`src/rtl/tpu_ctrl_pkg.sv`:
```
// Shared definitions for the TPU control unit: controller state encoding,
// default array/address/latency constants and derived counter widths.
package tpu_ctrl_pkg;

    localparam int unsigned W_DEF             = 16;   // systolic array dimension
    localparam int unsigned ADDR_W_DEF        = 10;   // buffer address width
    localparam int unsigned BIAS_LAT_DEF      = 40;   // A-read to C-read issue distance
    localparam int unsigned DRAIN_TIMEOUT_DEF = 1024; // DRAIN cycles before abort

    localparam int unsigned K_W   = $clog2(W_DEF) + 1; // width of K/N configuration
    localparam int unsigned IDX_W = $clog2(W_DEF);     // width of weight row index

    typedef enum logic [2:0] {
        ST_IDLE,
        ST_LOAD_W,
        ST_COMPUTE,
        ST_DRAIN,
        ST_DONE
    } state_e;

    // Width of a counter that must reach the value 'limit'.
    function automatic int unsigned cnt_width(input int unsigned limit);
        return (limit < 2) ? 1 : $clog2(limit + 1);
    endfunction

endpackage

```
`src/rtl/ctrl_delay_line.sv`:
```
// Fixed-depth shift register carrying {en, addr} from each A-row read issue to
// the matching C-row read issue.
// Ports: clk, rst (sync, active-high), clr_i (sync flush of all stages),
//        en_i/addr_i (payload in), en_o/addr_o (payload DEPTH cycles later),
//        pending_o (some stage still holds an enabled entry).
module ctrl_delay_line #(
    parameter int unsigned DEPTH = 40,
    parameter int unsigned AW    = 10
) (
    input  logic          clk,
    input  logic          rst,
    input  logic          clr_i,
    input  logic          en_i,
    input  logic [AW-1:0] addr_i,
    output logic          en_o,
    output logic [AW-1:0] addr_o,
    output logic          pending_o
);

    logic [AW:0]      pipe_q [DEPTH];
    logic [DEPTH-1:0] en_vec_c;

    // Shift stage by stage; a clear empties the whole line.
    always_ff @(posedge clk) begin
        if (rst || clr_i) begin
            for (int i = 0; i < int'(DEPTH); i++) pipe_q[i] <= '0;
        end else begin
            pipe_q[0] <= {en_i, addr_i};
            for (int i = 1; i < int'(DEPTH); i++) pipe_q[i] <= pipe_q[i-1];
        end
    end

    always_comb begin
        for (int i = 0; i < int'(DEPTH); i++) en_vec_c[i] = pipe_q[i][AW];
    end

    assign en_o      = pipe_q[DEPTH-1][AW];
    assign addr_o    = pipe_q[DEPTH-1][AW-1:0];
    assign pending_o = |en_vec_c;

endmodule

```
`src/rtl/tpu_control_unit.sv`:
```
// Sequencer for one matrix job on the systolic array: loads K weight rows,
// streams M activation rows, issues bias (C) reads BIAS_LAT cycles behind each
// A read, counts result writebacks and reports done/err.
// Ports: clk, rst (sync, active-high); start + cfg_* job command;
//        core_writeback_valid from the core; ctrl_rd_* buffer reads;
//        ctrl_a_*/ctrl_b_* array controls; ctrl_wr_addr_d result address
//        (combinational from registers); masks, mode; busy/done/err status.
module tpu_control_unit
    import tpu_ctrl_pkg::*;
#(
    parameter int unsigned SYSTOLIC_ARRAY_WIDTH = W_DEF,
    parameter int unsigned ADDR_WIDTH           = ADDR_W_DEF,
    parameter int unsigned BIAS_LAT             = BIAS_LAT_DEF,
    parameter int unsigned DRAIN_TIMEOUT        = DRAIN_TIMEOUT_DEF
) (
    input  logic                                  clk,
    input  logic                                  rst,
    input  logic                                  start,
    input  logic [ADDR_WIDTH-1:0]                 cfg_a_base,
    input  logic [ADDR_WIDTH-1:0]                 cfg_b_base,
    input  logic [ADDR_WIDTH-1:0]                 cfg_c_base,
    input  logic [ADDR_WIDTH-1:0]                 cfg_d_base,
    input  logic [ADDR_WIDTH-1:0]                 cfg_m,
    input  logic [$clog2(SYSTOLIC_ARRAY_WIDTH):0] cfg_k,
    input  logic [$clog2(SYSTOLIC_ARRAY_WIDTH):0] cfg_n,
    input  logic [2:0]                            cfg_vpu_mode,
    input  logic                                  core_writeback_valid,
    output logic [ADDR_WIDTH-1:0]                 ctrl_rd_addr_a,
    output logic [ADDR_WIDTH-1:0]                 ctrl_rd_addr_b,
    output logic [ADDR_WIDTH-1:0]                 ctrl_rd_addr_c,
    output logic                                  ctrl_rd_en_a,
    output logic                                  ctrl_rd_en_b,
    output logic                                  ctrl_rd_en_c,
    output logic                                  ctrl_a_valid,
    output logic                                  ctrl_a_switch,
    output logic                                  ctrl_b_accept_w,
    output logic [$clog2(SYSTOLIC_ARRAY_WIDTH)-1:0] ctrl_b_weight_index,
    output logic [2:0]                            ctrl_vpu_mode,
    output logic [ADDR_WIDTH-1:0]                 ctrl_wr_addr_d,
    output logic [SYSTOLIC_ARRAY_WIDTH-1:0]       ctrl_row_mask,
    output logic [SYSTOLIC_ARRAY_WIDTH-1:0]       ctrl_col_mask,
    output logic                                  busy,
    output logic                                  done,
    output logic                                  err
);

    localparam int unsigned W  = SYSTOLIC_ARRAY_WIDTH;
    localparam int unsigned AW = ADDR_WIDTH;
    localparam int unsigned KW = $clog2(W) + 1;
    localparam int unsigned IW = $clog2(W);
    localparam int unsigned TW = cnt_width(DRAIN_TIMEOUT);

    state_e          state_q, state_d;
    logic [AW-1:0]   cnt_q, cnt_d;          // B or A issue index of the current cycle
    logic [AW-1:0]   wb_cnt_q, wb_cnt_d;
    logic [TW-1:0]   timer_q, timer_d;
    logic [KW-1:0]   k_q, k_d;
    logic [AW-1:0]   m_q, m_d;
    logic [AW-1:0]   a_base_q, a_base_d;
    logic [AW-1:0]   d_base_q, d_base_d;
    logic [AW-1:0]   c_src_q, c_src_d;      // C address paired with the A read on the outputs
    logic [AW-1:0]   addr_a_q, addr_a_d, addr_b_q, addr_b_d;
    logic            rd_en_a_q, rd_en_a_d, rd_en_b_q, rd_en_b_d;
    logic            a_valid_q, a_valid_d, a_switch_q, a_switch_d;
    logic            accept_w_q, accept_w_d;
    logic [IW-1:0]   widx_q, widx_d;
    logic [2:0]      vpu_mode_q, vpu_mode_d;
    logic [W-1:0]    row_mask_q, row_mask_d, col_mask_q, col_mask_d;
    logic [W-1:0]    row_mask_c, col_mask_c;
    logic            busy_q, busy_d, done_q, done_d, err_q, err_d;
    logic            cfg_ok_c, abort_c, c_pending_c;

    assign cfg_ok_c = (cfg_m != '0) && (cfg_k != '0) && (cfg_k <= KW'(W))
                   && (cfg_n != '0) && (cfg_n <= KW'(W));

    // Thermometer masks: bit i set when i < K (rows) or i < N (columns).
    always_comb begin
        for (int i = 0; i < int'(W); i++) begin
            row_mask_c[i] = (i < int'(cfg_k));
            col_mask_c[i] = (i < int'(cfg_n));
        end
    end

    // Next-state and registered-output logic. Each issue state holds its read
    // on the outputs for the cycle it is in, so the _d values set up the next read.
    always_comb begin
        state_d    = state_q;
        cnt_d      = cnt_q;
        wb_cnt_d   = wb_cnt_q;
        timer_d    = timer_q;
        k_d        = k_q;
        m_d        = m_q;
        a_base_d   = a_base_q;
        d_base_d   = d_base_q;
        c_src_d    = c_src_q;
        addr_a_d   = addr_a_q;
        addr_b_d   = addr_b_q;
        rd_en_a_d  = 1'b0;
        rd_en_b_d  = 1'b0;
        a_valid_d  = 1'b0;
        a_switch_d = 1'b0;
        accept_w_d = 1'b0;
        widx_d     = widx_q;
        vpu_mode_d = vpu_mode_q;
        row_mask_d = row_mask_q;
        col_mask_d = col_mask_q;
        done_d     = 1'b0;
        err_d      = 1'b0;
        abort_c    = 1'b0;

        // Writebacks saturate at M so late extras never move the D address.
        if ((state_q == ST_COMPUTE || state_q == ST_DRAIN) && core_writeback_valid
            && (wb_cnt_q != m_q)) begin
            wb_cnt_d = wb_cnt_q + AW'(1);
        end

        case (state_q)
            ST_IDLE: begin
                if (start) begin
                    k_d        = cfg_k;
                    m_d        = cfg_m;
                    a_base_d   = cfg_a_base;
                    d_base_d   = cfg_d_base;
                    c_src_d    = cfg_c_base;
                    vpu_mode_d = cfg_vpu_mode;
                    row_mask_d = row_mask_c;
                    col_mask_d = col_mask_c;
                    wb_cnt_d   = '0;
                    if (cfg_ok_c) begin
                        state_d   = ST_LOAD_W;
                        rd_en_b_d = 1'b1;
                        addr_b_d  = cfg_b_base;
                        cnt_d     = '0;
                    end else begin
                        err_d = 1'b1;
                    end
                end
            end
            ST_LOAD_W: begin
                accept_w_d = 1'b1;
                widx_d     = IW'(cnt_q);
                if (cnt_q == AW'(k_q - KW'(1))) begin
                    state_d   = ST_COMPUTE;
                    rd_en_a_d = 1'b1;
                    addr_a_d  = a_base_q;
                    cnt_d     = '0;
                end else begin
                    rd_en_b_d = 1'b1;
                    addr_b_d  = addr_b_q + AW'(1);
                    cnt_d     = cnt_q + AW'(1);
                end
            end
            ST_COMPUTE: begin
                a_valid_d  = 1'b1;
                a_switch_d = (cnt_q == '0);
                if (cnt_q == m_q - AW'(1)) begin
                    state_d = ST_DRAIN;
                    timer_d = '0;
                end else begin
                    rd_en_a_d = 1'b1;
                    addr_a_d  = addr_a_q + AW'(1);
                    c_src_d   = c_src_q + AW'(1);
                    cnt_d     = cnt_q + AW'(1);
                end
            end
            ST_DRAIN: begin
                timer_d = timer_q + TW'(1);
                if ((wb_cnt_q == m_q) && !c_pending_c) begin
                    state_d = ST_DONE;
                    done_d  = 1'b1;
                end else if ((wb_cnt_q != m_q) && (timer_q == TW'(DRAIN_TIMEOUT - 1))) begin
                    state_d = ST_IDLE;
                    err_d   = 1'b1;
                    abort_c = 1'b1;
                end
            end
            ST_DONE: state_d = ST_IDLE;
            default: state_d = ST_IDLE;
        endcase

        busy_d = (state_d != ST_IDLE);
    end

    // State and output registers.
    always_ff @(posedge clk) begin
        if (rst) begin
            state_q    <= ST_IDLE;
            cnt_q      <= '0;
            wb_cnt_q   <= '0;
            timer_q    <= '0;
            k_q        <= '0;
            m_q        <= '0;
            a_base_q   <= '0;
            d_base_q   <= '0;
            c_src_q    <= '0;
            addr_a_q   <= '0;
            addr_b_q   <= '0;
            rd_en_a_q  <= 1'b0;
            rd_en_b_q  <= 1'b0;
            a_valid_q  <= 1'b0;
            a_switch_q <= 1'b0;
            accept_w_q <= 1'b0;
            widx_q     <= '0;
            vpu_mode_q <= '0;
            row_mask_q <= '0;
            col_mask_q <= '0;
            busy_q     <= 1'b0;
            done_q     <= 1'b0;
            err_q      <= 1'b0;
        end else begin
            state_q    <= state_d;
            cnt_q      <= cnt_d;
            wb_cnt_q   <= wb_cnt_d;
            timer_q    <= timer_d;
            k_q        <= k_d;
            m_q        <= m_d;
            a_base_q   <= a_base_d;
            d_base_q   <= d_base_d;
            c_src_q    <= c_src_d;
            addr_a_q   <= addr_a_d;
            addr_b_q   <= addr_b_d;
            rd_en_a_q  <= rd_en_a_d;
            rd_en_b_q  <= rd_en_b_d;
            a_valid_q  <= a_valid_d;
            a_switch_q <= a_switch_d;
            accept_w_q <= accept_w_d;
            widx_q     <= widx_d;
            vpu_mode_q <= vpu_mode_d;
            row_mask_q <= row_mask_d;
            col_mask_q <= col_mask_d;
            busy_q     <= busy_d;
            done_q     <= done_d;
            err_q      <= err_d;
        end
    end

    // Each A read enters the line the cycle it is on the outputs, so the
    // matching C read leaves exactly BIAS_LAT cycles later.
    ctrl_delay_line #(
        .DEPTH (BIAS_LAT),
        .AW    (AW)
    ) u_c_delay (
        .clk       (clk),
        .rst       (rst),
        .clr_i     (abort_c),
        .en_i      (rd_en_a_q),
        .addr_i    (c_src_q),
        .en_o      (ctrl_rd_en_c),
        .addr_o    (ctrl_rd_addr_c),
        .pending_o (c_pending_c)
    );

    assign ctrl_rd_addr_a      = addr_a_q;
    assign ctrl_rd_addr_b      = addr_b_q;
    assign ctrl_rd_en_a        = rd_en_a_q;
    assign ctrl_rd_en_b        = rd_en_b_q;
    assign ctrl_a_valid        = a_valid_q;
    assign ctrl_a_switch       = a_switch_q;
    assign ctrl_b_accept_w     = accept_w_q;
    assign ctrl_b_weight_index = widx_q;
    assign ctrl_vpu_mode       = vpu_mode_q;
    assign ctrl_wr_addr_d      = d_base_q + wb_cnt_q;
    assign ctrl_row_mask       = row_mask_q;
    assign ctrl_col_mask       = col_mask_q;
    assign busy                = busy_q;
    assign done                = done_q;
    assign err                 = err_q;

endmodule

```
`config.mk`:
```
export PLATFORM = sky130hd
export DESIGN_NAME = tpu_control_unit
export DESIGN_NICKNAME = d
export VERILOG_FILES = /design/src/rtl/tpu_ctrl_pkg.sv /design/src/rtl/ctrl_delay_line.sv /design/src/rtl/tpu_control_unit.sv
export SDC_FILE = /design/constraint.sdc
export NUM_CORES = 1
export LEC_CHECK = 0
export ABC_AREA = 1
export CORE_ASPECT_RATIO = 0.6
export CORE_MARGIN = 2
export CORE_UTILIZATION = 58
export CTS_BUF_LIST = sky130_fd_sc_hd__clkbuf_16
export CTS_CLUSTER_SIZE = 20
export DETAILED_ROUTE_END_ITERATION = 10
export PLACE_DENSITY = 0.79
export SLEW_MARGIN = 20
export SYNTH_ARGS = -nofsm -noshare
export SYNTH_HDL_FRONTEND = slang
export SYNTH_SLANG_ARGS = --single-unit
```
`constraint.sdc`:
```
create_clock -name clk -period 2.16 [get_ports clk]
set_input_delay 0.216 -clock clk [delete_from_list [all_inputs] [get_ports clk]]
set_output_delay 0.216 -clock clk [all_outputs]
set_load 0.05 [all_outputs]
```
Word-level counts from Yosys, hierarchy flattened
Memory sizes are Yosys's and may differ from the RTL's.
Cells that the tools add are included.
{"block": "totals", "reg_bits": 146, "mem_bits_rw": 440, "inputBits": 67, "n_memories": 1}
{"block": "classes", "add_sub_neg": 9, "n_lt_le_gt_ge": 34, "n_eq_ne": 14, "n_mux": 86, "bitwise_logic": 42, "reduce_logical": 31}
{"memory": "u_c_delay.pipe_q", "words": 40, "word_bits": 11, "rd": 40, "rd_clocked_by_memory_dff": 0, "write_ports": 40, "line": "ctrl_delay_line.sv:20", "rtl": "logic [AW:0] pipe_q [DEPTH];"}
{"op": "11-bit two-way mux", "n": 41}
{"op": "10-bit two-way mux", "n": 14}
{"op": "4-bit by 5-bit < comparator with 1-bit output (first input constant)", "n": 16}
{"op": "10-bit case mux with 2 select lines", "n": 3}
{"op": "10-bit by 1-bit adder with 10-bit output (second input constant)", "n": 5}
{"op": "3-bit by 5-bit < comparator with 1-bit output (first input constant)", "n": 8}
{"op": "1-bit OR", "n": 40}
{"op": "40-bit OR reduction", "n": 1}
{"op": "10-bit equality test", "n": 3}
{"op": "10-bit case mux with 3 select lines", "n": 1}
{"op": "11-bit case mux with 2 select lines", "n": 1}
{"op": "1-bit by 5-bit < comparator with 1-bit output (first input constant)", "n": 4}
{"op": "2-bit by 5-bit < comparator with 1-bit output (first input constant)", "n": 4}
{"op": "3-bit two-way mux", "n": 6}
{"op": "1-bit two-way mux", "n": 16}
{"op": "3-bit case mux with 4 select lines", "n": 1}
{"op": "11-bit by 1-bit adder with 11-bit output (second input constant)", "n": 1}
{"op": "11-bit by 10-bit equality test with 1-bit output (second input constant)", "n": 1}
{"op": "10-bit adder", "n": 1}
{"op": "5-bit less-or-equal comparator (second input constant)", "n": 2}
{"op": "10-bit logical NOT", "n": 1}
{"op": "10-bit != test", "n": 1}
{"op": "2-bit != test (second input constant)", "n": 5}
{"op": "10-bit nonzero test", "n": 1}
{"op": "18 further kinds", "n": 39}

Logic depth before layout (Yosys ltp)
{"block": "logic_depth", "ltp_word": 9, "mapped_depth": 15, "depth_no_buf": 14}

Cells and area by module
From an unflattened synthesis, not the netlist that was laid out.
{"block": "unflattened", "cells_unflattened": 2592, "area_unflattened_um2": 24178.2}
{"mod": "ctrl_delay_line", "instances": 1, "cells_per_inst": 1413, "area_each_um2": 16234.3}
{"mod": "tpu_control_unit", "instances": 1, "cells_per_inst": 1179, "area_each_um2": 7943.9}

Worst setup path before layout
No wires, ideal clock.
{"block": "synth_timing", "path_kind": "reg-to-output", "start": "register wb_cnt_q[0]", "end": "output port ctrl_wr_addr_d[6]", "arrival_time_ns": 2.224, "t_required_ns": 1.944, "setup_slack_ns": -0.280, "path_stages_with_launch": 9, "n_path_buf": 0, "cell_sequence": "dfxtp_1 ha_1 inv_1 fa_1 o21ai_0 nand2_1 nand2_1 a21oi_1 xor2_1"}
{"block": "synth_between", "elab_chain_cells": 1}
{"item": "start, declared", "line": "tpu_control_unit.sv:55", "rtl": "logic [AW-1:0] wb_cnt_q, wb_cnt_d;"}
{"item": "start signal, assigned", "line": "tpu_control_unit.sv:213", "rtl": "wb_cnt_q <= wb_cnt_d;"}
{"item": "10-bit adder", "line": "tpu_control_unit.sv:262", "rtl": "assign ctrl_wr_addr_d = d_base_q + wb_cnt_q;"}
{"item": "end, declared", "line": "tpu_control_unit.sv:39", "rtl": "output logic [ADDR_WIDTH-1:0] ctrl_wr_addr_d,"}
No other way between the ends.

Final worst setup path
{"block": "layout_timing", "start": "register d_base_q[0]", "end": "output port ctrl_wr_addr_d[8]"}
{"block": "layout_between", "elab_chain_cells": 1}
{"item": "start, declared", "line": "tpu_control_unit.sv:60", "rtl": "logic [AW-1:0] d_base_q, d_base_d;"}
{"item": "start signal, assigned", "line": "tpu_control_unit.sv:218", "rtl": "d_base_q <= d_base_d;"}
{"item": "10-bit adder", "line": "tpu_control_unit.sv:262"}
No other way between the ends.

==> results.rst <==
.. list-table::
   :header-rows: 1

   * - Metric
     - Value
   * - Run status
     - finished with violations
   * - Violations in the final reports
     - negative setup slack
   * - Logic depth of the worst register-to-register path
     - 8
   * - Diode count
     - 0
   * - Required time of the worst setup path
     - 1.94 ns
   * - Launching point of the worst reg2reg path
     - timer_q[3]$_SDFFE_PP0P_
   * - I/O pin total
     - 155
   * - Time the final worst path needs with I/O delays and setup
     - 2.70 ns
   * - Overall overflow remaining after global route
     - 0
   * - Largest stage delay, worst path
     - 0.36 ns
   * - Type of the worst min-delay path
     - input port to flop
   * - Multi-input combinational cell area
     - 6490 um^2
   * - Power density of the placed cells
     - 865 nW/um^2
   * - Starting Density
     - 0.586
   * - Area overhead of the layout relative to synthesis
     - 23.3%
   * - Number of nets in the layout
     - 2865
   * - Final Cycle Share
     - 1.25
   * - Final HPWL from detailed placement
     - 29900 um
   * - Cell with the most instances on the worst path
     - sky130_fd_sc_hd__nand2_1
   * - Average vias per placed instance
     - 4.88
   * - FF-to-FF setup slack
     - 0.05 ns
   * - Seq/Total Area, Yosys
     - 0.573
   * - H-tree depth
     - 2
   * - Final hold slack
     - 0.166 ns
   * - Post-route cell area
     - 25200 um^2
   * - Worst slew margin relative to its limit
     - 0.501
   * - Placed instance area
     - 22800 um^2
   * - Synthesized netlist net count
     - 2662
   * - Maximum number of pins on one net before global-route repair
     - 80
   * - Hold violation total from the final report
     - 0
   * - Synth cell types
     - 39
   * - Initial antenna violation count
     - 0
   * - Number of warnings printed during yosys synthesis
     - 0
   * - Remaining routing DRC violations
     - 0
   * - Count of fill cells added during filler insertion
     - 2445
   * - Cell area after synthesis
     - 20400 um^2
   * - Post-Route Skew
     - 0.0203 ns
   * - Number of placement rows
     - 53
   * - Post-synth EDFFs
     - 0
   * - Type of destination of the critical path
     - output port
   * - Share of the core filled with cells in the final layout
     - 0.722
   * - Top delay family on crit path
     - adder cells
   * - Buffering stage count on the worst path with inverters included
     - 2
   * - CP Cell Sequence
     - ha_4 > inv_2 > fa_2 > o21ai_2 > nand2_1 > nand2_1 > a21oi_2 > o21ai_1 > nand2_1 > nand2_1 > nand2_2 > nand2_4 > buf_12
   * - Final routed wire length divided by cell count
     - 14.4 um
   * - Synth async-reset ratio
     - 0
   * - Library cell used as clock root buffer
     - sky130_fd_sc_hd__clkbuf_16
   * - Clock latency on the worst-skew pair
     - 0.59 ns
   * - Worst Max-Slew Pin Slew
     - 0.746 ns
   * - Final setup viols
     - 8
   * - Detailed-route wire length
     - 47200 um
   * - Port bufs
     - 154
   * - Signal arrival time at the worst endpoint
     - 2.48 ns
   * - Max Transition Viols Final
     - 0
   * - Maximum frequency from static timing analysis
     - 371 MHz
   * - Post-Syn Instances
     - 2576
   * - Worst ir drop on vdd
     - 0.586 mV
   * - Fraction of final layout cells sized beyond drive strength 1
     - 0.0973
   * - Global placer's final weighted congestion
     - 0.945
   * - Worst Min Path Start
     - cfg_vpu_mode[1]
   * - Clock tree from TritonCTS
     - yes
   * - DRC violation total after the first TritonRoute iteration
     - 1246
   * - Clock-pin slew reported for the worst setup and hold paths after clock tree synthesis
     - 0.07 ns
   * - Horizontal extent of the die
     - 246 um
   * - Placeable core area
     - 34900 um^2
   * - Total via count in the routed design
     - 16018
   * - End of the worst register-to-register path
     - u_c_delay.pipe_q[0][22]$_SDFF_PP0_
   * - Synth Flop Type
     - sky130_fd_sc_hd__dfxtp_1
   * - RSZ-0062 raised after global routing
     - true
   * - Avg Synthesized Cell Area
     - 7.93 um^2
   * - Hold EP
     - ctrl_vpu_mode[1]$_SDFFE_PP0P_
   * - First drt pass iteration count
     - 8
   * - Max-capacitance violation count
     - 0
   * - Nature of the critical path startpoint
     - flop
   * - Static power due to leakage
     - 10.1 nW
   * - Seq cells post-synth
     - 585
   * - Least setup slack across all paths after layout
     - -0.539 ns
   * - Total Die Area
     - 36800 um^2
   * - Crit-path slowest cell
     - sky130_fd_sc_hd__dfxtp_2
   * - Total power draw
     - 21.8 mW
   * - First-pass GRT wire length
     - 72900 um
   * - CTS sink count
     - 585
   * - Final antenna-violating net count
     - 0
   * - Hold path depth
     - 3
   * - Maximum fanout count along the critical path
     - 2
   * - Via count of the first global-routing pass
     - 14858
   * - Category of the most critical setup path
     - flop to output port
   * - Maximum root-to-sink buffer count
     - 3
   * - Number of buffers created by CTS
     - 49
   * - Overall global routing resource usage
     - 0.248
   * - Seq. cell area
     - 11700 um^2
   * - Die height
     - 149 um
cells in the mapped netlist, types with 2 or more instances:
library cell / number / share of area
sky130_fd_sc_hd__nor2_1: 601 / 0.11
sky130_fd_sc_hd__dfxtp_1: 585 / 0.57
sky130_fd_sc_hd__inv_1: 553 / 0.10
sky130_fd_sc_hd__nand2_1: 301 / 0.055
sky130_fd_sc_hd__nand3_1: 136 / 0.033
sky130_fd_sc_hd__o21ai_0: 66 / 0.016
sky130_fd_sc_hd__a21oi_1: 54 / 0.013
sky130_fd_sc_hd__buf_4: 41 / 0.015
sky130_fd_sc_hd__xor2_1: 39 / 0.017
sky130_fd_sc_hd__clkbuf_1: 30 / 0.0055
sky130_fd_sc_hd__buf_2: 24 / 0.0059
sky130_fd_sc_hd__nand4_1: 20 / 0.0061
sky130_fd_sc_hd__ha_1: 18 / 0.011
sky130_fd_sc_hd__nor3_1: 16 / 0.0039
sky130_fd_sc_hd__mux2i_1: 11 / 0.0054
sky130_fd_sc_hd__buf_1: 10 / 0.0018
sky130_fd_sc_hd__nand3b_1: 10 / 0.0037
sky130_fd_sc_hd__xnor2_1: 9 / 0.0039
sky130_fd_sc_hd__a211oi_1: 6 / 0.0022
sky130_fd_sc_hd__o22ai_1: 6 / 0.0018
sky130_fd_sc_hd__a31oi_1: 5 / 0.0015
sky130_fd_sc_hd__o211ai_1: 5 / 0.0018
sky130_fd_sc_hd__inv_2: 4 / 0.00073
sky130_fd_sc_hd__o31ai_1: 4 / 0.0015
sky130_fd_sc_hd__nor4_1: 3 / 0.00092
sky130_fd_sc_hd__clkbuf_2: 2 / 0.00049
sky130_fd_sc_hd__nand2_2: 2 / 0.00061
sky130_fd_sc_hd__nor2_2: 2 / 0.00061
sky130_fd_sc_hd__o2111ai_1: 2 / 0.00086
sky130_fd_sc_hd__o21bai_1: 2 / 0.00073
worst reg2reg max path, stage by stage, from the launching register on:
cell	delay, ns
sky130_fd_sc_hd__dfxtp_1	0.42
sky130_fd_sc_hd__nand2_1	0.11
sky130_fd_sc_hd__nor2_2	0.18
sky130_fd_sc_hd__nand4_1	0.18
sky130_fd_sc_hd__o21bai_2	0.28
sky130_fd_sc_hd__o21ai_4	0.23
sky130_fd_sc_hd__buf_12	0.23
sky130_fd_sc_hd__buf_16	0.28
sky130_fd_sc_hd__nor2_1	0.08
through the flow:
step / setup WS [ns] / std cells / setup TNS, ns
finish: -0.539 / 3283 / -2.49
global route: -0.675 / 3283 / -3.58
CTS: -0.532 / 3269 / -2.29
detailed placement: -0.107 / 3166 / -1.16
global placement: -0.0231 / 3166 / -0.235
floorplan: -0.0277 / 2576 / -0.0524
flip-flops by register name (all words and copies together) (netlist names), 3 cells and up:
signal	flops
ctrl_vpu_mode	3
k_q	5
cnt_q	10
u_c_delay.pipe_q	440
d_base_q	10
timer_q	11
c_src_q	10
ctrl_row_mask	15
ctrl_col_mask	16
a_base_q	10
wb_cnt_q	10
m_q	10
ctrl_rd_addr_a	10
state_q	3
ctrl_b_weight_index	4
ctrl_rd_addr_b	10
worst max-delay path by stage:
stage	to	slack, ns	cells past startpoint	from
after floorplan	ctrl_wr_addr_d[6]	-0.03	8	wb_cnt_q[0]$_SDFF_PP0_
after global placement	c_src_q[3]$_SDFFE_PP0P_	-0.02	14	m_q[1]$_SDFFE_PP0P_
after detailed placement	ctrl_rd_addr_b[7]$_SDFFE_PP0P_	-0.11	11	cfg_n[4]
after CTS	ctrl_wr_addr_d[8]	-0.53	13	d_base_q[0]$_SDFFE_PP0P_
after global routing	ctrl_wr_addr_d[8]	-0.68	13	wb_cnt_q[0]$_SDFF_PP0_
final	ctrl_wr_addr_d[8]	-0.54	13	d_base_q[0]$_SDFFE_PP0P_
layer usage:
layer	part of all wire	global-route usage	wire, um
met1	0.45	0.344	21000
met2	0.44	0.384	20900
met3	0.087	0.0586	4100
met4	0.027	0.0771	1260
met5	0	0	0
cell type report:
| cell class | count | area share |
|---|---|---|
| flip-flops and latches | 585 | 0.466 |
| multi-input cells | 1326 | 0.258 |
| clock inverters | 39 | 0.0145 |
| clock buffers | 49 | 0.0487 |
| well taps | 467 | 0.0232 |
| inverters | 558 | 0.0834 |
| repair buffers | 259 | 0.106 |
power breakdown:
| group | internal [mW] | switching (mW) | leakage, nW |
|---|---|---|---|
| combinational | 0.715 | 1.22 | 4.53 |
| clock | 4.78 | 3.97 | 0.803 |
| sequential | 11.0 | 0.149 | 4.74 |
logic make-up after synthesis:
| logic type | Yosys count | synth area share |
|---|---|---|
| XOR/XNOR | 48 | 0.0206 |
| buffers and inverters | 666 | 0.132 |
| flip-flops | 585 | 0.573 |
| adder cells (fa/ha/maj) | 19 | 0.0120 |
| AND/OR/NAND/NOR | 1093 | 0.215 |
| AO/OA/AOI/OAI | 154 | 0.0416 |
| multiplexers | 11 | 0.00539 |
placed cells by master (no fill, tap or decap), drive strengths merged, types with 2 or more instances in the layout:
cell	n
o211ai	5
clkbuf	51
bufinv	5
a21oi	54
o22ai	6
nor2	603
o21bai	2
nor3	16
clkinv	23
ha	18
o31ai	4
mux2i	11
o2111ai	2
o21ai	67
nand2	304
xor2	39
clkinvlp	3
clkdlybuf4s50	142
a211oi	6
nand3	136
a31oi	5
inv	566
buf	112
nor4	3
nand3b	10
xnor2	9
nand4	20
dfxtp	585
timing repair:
action / 4_1_cts / 5_1_grt
pin swaps: 20 / 25
gates cloned: 0 / 3
hold buffers: 1 / 0
gates resized for setup: 62 / 62
buffers inserted: 16 / 17
hold endpoints to repair: 4 / 0
endpoints found under the setup margin: 21 / 331
Power figures use the tool's default switching activity.
